**config.mk**
```make
export PLATFORM = sky130hd
export DESIGN_NAME = display_share_arbiter_flat
export DESIGN_NICKNAME = d
export VERILOG_FILES = /design/src/rtl/display_share_arbiter_pkg.sv /design/src/rtl/display_share_arbiter_if.sv /design/src/rtl/display_rr_pick.sv /design/src/rtl/display_share_arbiter.sv /design/src/flat_wrapper.sv
export SDC_FILE = /design/constraint.sdc
export NUM_CORES = 1
export LEC_CHECK = 0
export CORE_UTILIZATION = 46
export DETAILED_ROUTE_END_ITERATION = 10
export GPL_TIMING_DRIVEN = 0
export PLACE_DENSITY = 0.81
export SLEW_MARGIN = 30
export SYNTH_ARGS = -nofsm -noshare
export SYNTH_HDL_FRONTEND = slang
export SYNTH_SLANG_ARGS = --single-unit
```
**constraint.sdc**
```tcl
create_clock -name clk -period 3.3 [get_ports clk]
set_input_delay 0.33 -clock clk [delete_from_list [all_inputs] [get_ports clk]]
set_output_delay 0.33 -clock clk [all_outputs]
set_load 0.02 [all_outputs]
```
**src/rtl/display_share_arbiter_pkg.sv**
```systemverilog
// Shared constants and state type for the display share arbiter slice.
package display_pkg;
    localparam int DISP_W           = 16;
    localparam int DEF_NUM_REQ      = 4;
    localparam int DEF_DWELL_CYCLES = 100000000;
    localparam int DEF_CNT_W        = 27;

    typedef enum logic {
        IDLE = 1'b0,
        SHOW = 1'b1
    } state_t;
endpackage

```
**src/rtl/display_share_arbiter_if.sv**
```systemverilog
// Requester-side bundle of the display share arbiter: level requests, values,
// one-hot ack pulses and the shared display outputs.
interface display_share_arbiter_if #(
    parameter int NUM_REQ = display_pkg::DEF_NUM_REQ,
    parameter int OWN_W   = $clog2(NUM_REQ)
);
    // Handshake: req[i] is a level held until ack[i] pulses for one cycle; the
    // value on req_data slice i is taken only in that capture cycle, and
    // dropping req[i] before ack withdraws the request.
    logic [NUM_REQ-1:0]                   req;
    logic [display_pkg::DISP_W*NUM_REQ-1:0] req_data;
    logic [NUM_REQ-1:0]                   ack;
    logic [display_pkg::DISP_W-1:0]       disp_value;
    logic [OWN_W-1:0]                     disp_owner;
    logic                                 busy;
    display_pkg::state_t                  dbg_state;

    modport master (
        output req, req_data,
        input  ack, disp_value, disp_owner, busy, dbg_state
    );

    modport slave (
        input  req, req_data,
        output ack, disp_value, disp_owner, busy, dbg_state
    );
endinterface

```
**src/rtl/display_rr_pick.sv**
```systemverilog
// Combinational round-robin search: first set request at or after i_rr_ptr.
module display_rr_pick #(
    parameter int NUM_REQ = 4,
    parameter int OWN_W   = $clog2(NUM_REQ)
) (
    input  logic [NUM_REQ-1:0] i_req,
    input  logic [OWN_W-1:0]   i_rr_ptr,
    output logic               o_found,
    output logic [OWN_W-1:0]   o_grant
);
    // Walk offsets from farthest to nearest so the nearest hit wins last.
    always_comb begin
        o_found = 1'b0;
        o_grant = '0;
        for (int k = NUM_REQ - 1; k >= 0; k--) begin
            int w_idx;
            w_idx = int'(i_rr_ptr) + k;
            if (w_idx >= NUM_REQ) begin
                w_idx = w_idx - NUM_REQ;
            end
            if (i_req[w_idx]) begin
                o_found = 1'b1;
                o_grant = OWN_W'(w_idx);
            end
        end
    end
endmodule

```
**src/rtl/display_share_arbiter.sv**
```systemverilog
// Round-robin arbiter sharing one four-digit seven-segment display; a granted
// value stays on the display for exactly DWELL_CYCLES clocks.
module display_share_arbiter
    import display_pkg::*;
#(
    parameter int NUM_REQ      = DEF_NUM_REQ,
    parameter int DWELL_CYCLES = DEF_DWELL_CYCLES,
    parameter int CNT_W        = DEF_CNT_W,
    parameter int OWN_W        = $clog2(NUM_REQ)
) (
    input logic                   clk,
    input logic                   rst,
    display_share_arbiter_if.slave bus
);
    localparam logic [CNT_W-1:0] LAST_CNT = CNT_W'(DWELL_CYCLES - 1);
    localparam logic [OWN_W-1:0] LAST_IDX = OWN_W'(NUM_REQ - 1);

    state_t               r_state;
    logic [OWN_W-1:0]     r_rr_ptr;
    logic [CNT_W-1:0]     r_dwell_cnt;
    logic [DISP_W-1:0]    r_disp_value;
    logic [OWN_W-1:0]     r_disp_owner;
    logic [NUM_REQ-1:0]   r_ack;

    state_t               w_next_state;
    logic [OWN_W-1:0]     w_next_rr_ptr;
    logic [CNT_W-1:0]     w_next_dwell_cnt;
    logic [DISP_W-1:0]    w_next_disp_value;
    logic [OWN_W-1:0]     w_next_disp_owner;
    logic [NUM_REQ-1:0]   w_next_ack;
    logic                 w_capture;
    logic                 w_found;
    logic [OWN_W-1:0]     w_grant;

    display_rr_pick #(
        .NUM_REQ (NUM_REQ),
        .OWN_W   (OWN_W)
    ) u_pick (
        .i_req    (bus.req),
        .i_rr_ptr (r_rr_ptr),
        .o_found  (w_found),
        .o_grant  (w_grant)
    );

    always_ff @(posedge clk) begin
        if (rst) begin
            r_state      <= IDLE;
            r_rr_ptr     <= '0;
            r_dwell_cnt  <= '0;
            r_disp_value <= '0;
            r_disp_owner <= '0;
            r_ack        <= '0;
        end else begin
            r_state      <= w_next_state;
            r_rr_ptr     <= w_next_rr_ptr;
            r_dwell_cnt  <= w_next_dwell_cnt;
            r_disp_value <= w_next_disp_value;
            r_disp_owner <= w_next_disp_owner;
            r_ack        <= w_next_ack;
        end
    end

    // Arbitration is only open in IDLE or on the last count of a dwell.
    always_comb begin
        w_next_state      = r_state;
        w_next_rr_ptr     = r_rr_ptr;
        w_next_dwell_cnt  = r_dwell_cnt;
        w_next_disp_value = r_disp_value;
        w_next_disp_owner = r_disp_owner;
        w_next_ack        = '0;
        w_capture         = 1'b0;

        case (r_state)
            IDLE: begin
                w_capture = w_found;
            end
            SHOW: begin
                if (r_dwell_cnt == LAST_CNT) begin
                    if (w_found) begin
                        w_capture = 1'b1;
                    end else begin
                        w_next_state     = IDLE;
                        w_next_dwell_cnt = '0;
                    end
                end else begin
                    w_next_dwell_cnt = r_dwell_cnt + 1'b1;
                end
            end
            default: begin
                w_next_state = IDLE;
            end
        endcase

        if (w_capture) begin
            w_next_state      = SHOW;
            w_next_dwell_cnt  = '0;
            w_next_disp_value = bus.req_data[DISP_W*w_grant +: DISP_W];
            w_next_disp_owner = w_grant;
            w_next_ack        = NUM_REQ'(1) << w_grant;
            w_next_rr_ptr     = (w_grant == LAST_IDX) ? '0 : w_grant + 1'b1;
        end
    end

    assign bus.ack        = r_ack;
    assign bus.disp_value = r_disp_value;
    assign bus.disp_owner = r_disp_owner;
    assign bus.busy       = (r_state == SHOW);
    assign bus.dbg_state  = r_state;
endmodule

```
**src/flat_wrapper.sv**
```systemverilog
// flat-port wrapper written by rule: the top's interface ports become plain ports
module display_share_arbiter_flat import display_pkg::*;
#(
    parameter int NUM_REQ      = DEF_NUM_REQ,
    parameter int DWELL_CYCLES = DEF_DWELL_CYCLES,
    parameter int CNT_W        = DEF_CNT_W,
    parameter int OWN_W        = $clog2(NUM_REQ)
)
  (clk, rst, bus_req, bus_req_data, bus_ack, bus_disp_value, bus_disp_owner, bus_busy, bus_dbg_state);
  display_share_arbiter_if #(.NUM_REQ(NUM_REQ), .OWN_W(OWN_W)) bus_i ();
  input logic clk;
  input logic rst;
  input wire logic [$bits(bus_i.req)-1:0] bus_req;
  input wire logic [$bits(bus_i.req_data)-1:0] bus_req_data;
  output wire logic [$bits(bus_i.ack)-1:0] bus_ack;
  output wire logic [$bits(bus_i.disp_value)-1:0] bus_disp_value;
  output wire logic [$bits(bus_i.disp_owner)-1:0] bus_disp_owner;
  output wire logic [$bits(bus_i.busy)-1:0] bus_busy;
  output wire logic [$bits(bus_i.dbg_state)-1:0] bus_dbg_state;
  assign bus_i.req = bus_req;
  assign bus_i.req_data = bus_req_data;
  assign bus_ack = bus_i.ack;
  assign bus_disp_value = bus_i.disp_value;
  assign bus_disp_owner = bus_i.disp_owner;
  assign bus_busy = bus_i.busy;
  assign bus_dbg_state = bus_i.dbg_state;
  display_share_arbiter #(.NUM_REQ(NUM_REQ), .DWELL_CYCLES(DWELL_CYCLES), .CNT_W(CNT_W), .OWN_W(OWN_W)) u_core (.clk(clk), .rst(rst), .bus(bus_i));
endmodule
```
# Yosys cells after proc, flatten, opt, wreduce, memory -nomap -nowiden
# Index checks and enable logic that the tools add are counted.
[word_totals] reg_bits=52 in_bits=70
[classes] bitwise_logic=2 n_lt_le_gt_ge=8 n_reduce_logical=3 shifts=2 n_mux=33 eq_ne=3 add_sub_neg=9
[op_table] cell="less-than comparator 32 x 4 -> 1 bit, second input constant" n=4
[op_table] cell="2-to-1 mux 32 bit" n=4
[op_table] cell="variable part select 64 x 7 -> 16 bit" n=1
[op_table] cell="2-to-1 mux 27 bit" n=2
[op_table] cell="greater-or-equal comparator 32 x 4 -> 1 bit, second input constant" n=1
[op_table] cell="subtractor 32 x 4 -> 32 bit, second input constant" n=1
[op_table] cell="adder 27 x 1 -> 27 bit, second input constant" n=1
[op_table] cell="== test 27 bit, second input constant" n=1
[op_table] cell="2-to-1 mux 1 bit" n=17
[op_table] cell="2-to-1 mux 2 bit" n=5
[op_table] cell="binary-select mux 1 bit (select 2 bit)" n=4
[op_table] cell="subtractor 3 x 3 -> 4 bit, second input constant" n=2
[op_table] cell="adder 2 x 2 -> 3 bit, second input constant" n=2
[op_table] cell="greater-or-equal comparator 3 bit, second input constant" n=2
[op_table] cell="OR reduction 2 bit" n=2
[op_table] cell="left shift 1 x 2 -> 4 bit, first input constant" n=1
[op_table] cell="subtractor 2 x 3 -> 4 bit, second input constant" n=1
[op_table] cell="adder 2 x 1 -> 3 bit, second input constant" n=1
[op_table] cell="greater-or-equal comparator 2 x 3 -> 1 bit, second input constant" n=1
[op_table] cell="adder 2 x 1 -> 2 bit, second input constant" n=1
[op_table] cell="== test 2 bit, second input constant" n=1
[op_table] cell="!= test 2 bit, second input constant" n=1
[op_table] cell="NOT 1 bit" n=2
[op_table] cell="one-hot mux 1 bit (2 select lines)" n=1
[op_table] cell="AND reduction 2 bit" n=1

# Depth between registers and ports, before layout
[logic_depth] ltp_word=15 mapped_depth=9

# By module
# Synthesis repeated with hierarchy kept, for this count alone.
[hier_totals] cells_unflattened=334 hier_area_um2=2876.5
[by_module_without_submodules] mod="display_share_arbiter" seq_area_each_um2=1041.0 cells_each=321 area_each_um2=2798.9 n_inst=1
[by_module_without_submodules] mod="display_rr_pick" seq_area_each_um2=0.0 cells_each=13 area_each_um2=77.6 n_inst=1

# Worst setup path after synthesis
# OpenSTA, ideal clock, no wires.
[synth_path] path_kind="reg2reg" start="register u_core.r_dwell_cnt[0]" end="register u_core.r_disp_value[10], in the netlist u_core.bus.disp_value[10]" setup_slack_ns=1.028 path_stages_with_launch=10 setup_ns=0.081 arrival_time_ns=2.191 synth_period_minus_slack_ns=2.272 path_cell_list="dfxtp_1 -> ha_1 -> and4_1 -> nand4_2 -> o21a_1 -> buf_6 -> or4_4 -> buf_6 -> buf_6 -> o221ai_2"
[synth_via] elab_chain_cells=3
[synth_lines] element="start, declared" line="display_share_arbiter.sv:20" source="logic [CNT_W-1:0] r_dwell_cnt;"
[synth_lines] element="start signal, assigned" line="display_share_arbiter.sv:56" source="r_dwell_cnt <= w_next_dwell_cnt;"
[synth_lines] element="== test 27 bit" line="display_share_arbiter.sv:78" source="if (r_dwell_cnt == LAST_CNT) begin"
[synth_lines] element="2-to-1 mux 1 bit" line="display_share_arbiter.sv:78"
[synth_lines] element="one-hot mux 1 bit (2 select lines)" line="display_share_arbiter.sv:73" source="case (r_state)"
[synth_lines] element="end signal, assigned" line="display_share_arbiter.sv:57" source="r_disp_value <= w_next_disp_value;"
[synth_lines] element="end, declared" line="display_share_arbiter.sv:21" source="logic [DISP_W-1:0] r_disp_value;"
# Every way passes these cells.
# A chain may end at the register's enable or synchronous reset.

# Worst setup path in the final report
[layout_path] start="register u_core.r_dwell_cnt[0]" end="register u_core.r_disp_value[13], in the netlist u_core.bus.disp_value[13]"
# The elaborated chain is that of the path after synthesis.

==> qor.csv <==
stage,metric,value,unit
worst_setup_path,worst-setup-path-type,reg2reg,
pwr,worst_ir_drop_vdd,0.000298,V
pwr,power_leakage,1.31,nW
cts,clock_sink_count,52,
sta,setup_ws,573,ps
final_layout,num_antenna_cells,0,
run_status,status,"finished, final reports clean",
sta,hold_viol,0,
sta,final_max_slew_viol_count,0,
final_layout,final_design_area_no_fill,3910,um^2
place,detailed_place_hpwl,6.01,mm
floorplanning,rows,28,
logic_synthesis,yosys.cell_types.count,47,
final_layout,layout.cells.non_filler,488,
logic_synthesis,syn-mean-instance-area,8.94,um^2
place,total_placed_cells_including_tap_cells,480,
sta,worst_slew_pin_slew,899,ps
run,max-cap-violations,0,
grt,antenna_found_initial,0,
worst_setup_path,crit_arrival,2960,ps
sta,clock_skew,5.32,ps
routing,drc,0,
routing,number_of_drc_markers_after_the_initial_detailed_route_iteration,104,
sta,timing.final.crit_share,0.826,
logic_synthesis,seq_area_frac_synth,0.373,
cts,post-cts-setup-buffers,0,
routing,routedWlPerCell,16.1,um
logic_synthesis,synth_ff_type,dfxtp_1,
logic_synthesis,synthesis.area,2790,um^2
final_layout,area.growth.synth_to_final,40.2,%
cts,clk_root_buffer_cell,clkbuf_8,
floorplanning,die_width,79.9,um
grt,gr_util_all_layers,0.248,
floorplanning,chipHeight,79.9,um
worst_setup_path,cp-end-kind,register,
final_layout,share_of_post_route_cells_with_drive_strength_above_1,0.0726,
logic_synthesis,yosysMostFrequentCell,dfxtp_1,
logic_synthesis,synth-edff-count,0,
sta,fmax,0.367,GHz
logic_synthesis,syn_nets,383,
cts,clk_transition_reported_paths,90,ps
grt,overflow_left_after_global_routing,0,
place,gp_routability_congestion,0.882,
routing,num_vias,2766,
sta,report.final.setup_viol,0,
hold_path,holdCritPathClass,reg2reg,
sta,worst_slew_margin_rel,0.395,
worst_setup_path,worst_setup_path_start_kind,register,
floorplanning,top_level_ports,94,
logic_synthesis,synth.cells.most_frequent,"52 x dfxtp_1, 32 x mux2i_1, 25 x a21oi_1, 22 x o211ai_1, 20 x nand3_1",
logic_synthesis,synth-seq-cells,52,
sta,grt_setup_unrepaired,no,
logic_synthesis,synthDominantAreaCellType,dfxtp_1,
sta,tns,0,ps
place,port-buffer-count,93,
place,pre_cts_ws,438,ps
cts,tritoncts,built,
cts,cts_max_level,2,
floorplanning,core_area,5890,um^2
floorplanning,design.die.area,6380,um^2
logic_synthesis,netlist_top_cells_area,"dfxtp_1 37%, mux2i_1 11%, o211ai_1 5.9%",
grt,grt_first_pass_wirelength,12.4,mm
final_layout,design.final.nets,483,
pwr,p_total,0.00144,W
routing,final_antenna_net_count,0,
pwr,power_density_over_cell_area,368,nW/um^2
routing,postRouteWirelength,7.87,mm
cts,cts-buffers-inserted,5,
worst_setup_path,worstPathMaxFanout,10,
grt,grt_start_max_net_pins,16,
cts,cts-root-to-sink-buffers,2,
routing,firstDrtPassIters,4,
grt,number_of_global_route_vias_before_repair,2581,
sta,minimum_clock_period_after_layout,2730,ps
logic_synthesis,postSynth.asyncResetShare,0,
logic_synthesis,postSynthCellCount,312,
cts,holdBufCountCts,0,
logic_synthesis,synth_top_area_share,0.373,
worst_setup_path,worst_ep_required_time,3530,ps
routing,drt-vias-per-instance,5.67,
cts,postCtsResizedCells,0,
place,detailed_place.area,3810,um^2
floorplanning,start_util,0.474,
logic_synthesis,ys_warn_count,0,
cts,clock_network_latency_to_the_later_pin_of_the_worst_skew_pair,310,ps
-- kinds of logic (layout without fill, tap and decap cells) --
logic type	Yosys count	in the layout	share of synthesized area
simple gates	107	107	0.216
compound gates	85	85	0.223
flops	52	52	0.373
mux	32	32	0.115
buf+inv	29	130	0.0493
xor+xnor	6	6	0.0188
fa+ha+maj	1	1	0.00448
-- power by group --
part           internal [W]  switching [W]
Sequential         0.000660      0.0000187
Clock              0.000168       0.000206
Combinational      0.000205       0.000184
-- worst max-delay path, cell delays in order, from the launching register on --
cell      delay, ps
dfxtp_1         420
ha_1            250
and4_1          310
nand4_2         160
o21ai_0         220
buf_2           260
nand4_1         400
clkbuf_1        410
o221ai_2        220
-- layer usage --
layer / vias up / wire length, um / global-route usage
met5: - / 0 / 0
met4: 0 / 75 / 0.0679
met3: 9 / 534 / 0.0514
met2: 77 / 3690 / 0.428
met1: 1281 / 3570 / 0.311
li1: 1399 / - / -
-- placed cells by master (no fill, tap or decap), types with 3 or more instances in the layout --
| master | Yosys | layout |
|---|---|---|
| clkdlybuf4s50_1 | 0 | 93 |
| and3_1 | 3 | 3 |
| o211ai_1 | 22 | 22 |
| clkbuf_8 | 0 | 6 |
| or3_1 | 16 | 16 |
| nor3b_1 | 3 | 3 |
| mux2i_1 | 32 | 32 |
| dfxtp_1 | 52 | 52 |
| o21ai_0 | 7 | 7 |
| nor2_1 | 14 | 14 |
| nor4_1 | 3 | 3 |
| nand2_1 | 18 | 18 |
| buf_6 | 3 | 3 |
| or2_2 | 4 | 4 |
| xor2_1 | 4 | 4 |
| nand4_1 | 9 | 9 |
| a31oi_1 | 4 | 4 |
| a21oi_1 | 25 | 25 |
| clkbuf_1 | 14 | 14 |
| o221ai_1 | 8 | 8 |
| nand3_1 | 20 | 20 |
| inv_1 | 6 | 6 |
| or4_1 | 3 | 3 |
| o221ai_2 | 8 | 8 |
-- per-stage QoR --
stage                     hold slack (ps)  utilization
after floorplan                       399            -
after global placement                461        0.648
after detailed placement              466        0.648
after CTS                             478        0.664
after global routing                  498        0.665
final                                 473        0.665
-- state kept, by name, indices dropped and copies added (netlist names) --
| register | count |
|---|---|
| u_core.r_rr_ptr | 2 |
| u_core.bus.busy | 1 |
| u_core.bus.ack | 4 |
| u_core.r_dwell_cnt | 27 |
| u_core.bus.disp_owner | 2 |
| u_core.bus.disp_value | 16 |
-- layout make-up --
cell class | instances | area [um^2]
buffer | 22 | 111
timing repair buffer | 93 | 931
fill | 492 | 1970
multi-input combinational | 231 | 1620
clock buffer | 6 | 82.6
clock inverter | 2 | 10.0
sequential | 52 | 1040
tap | 75 | 93.8
inverter | 7 | 26.3
-- final timing paths --
kind                               endpoint  cells past startpoint                startpoint  slack [ps]
hold reg to reg    u_core.bus.disp_owner[1]                      2  u_core.bus.disp_owner[1]         470
setup reg to reg  u_core.bus.disp_value[13]                      8     u_core.r_dwell_cnt[0]         570
hold / removal     u_core.bus.disp_owner[1]                      2  u_core.bus.disp_owner[1]         470
setup / recovery  u_core.bus.disp_value[13]                      8     u_core.r_dwell_cnt[0]         570
No activity file was read; power rests on OpenSTA's default activity.
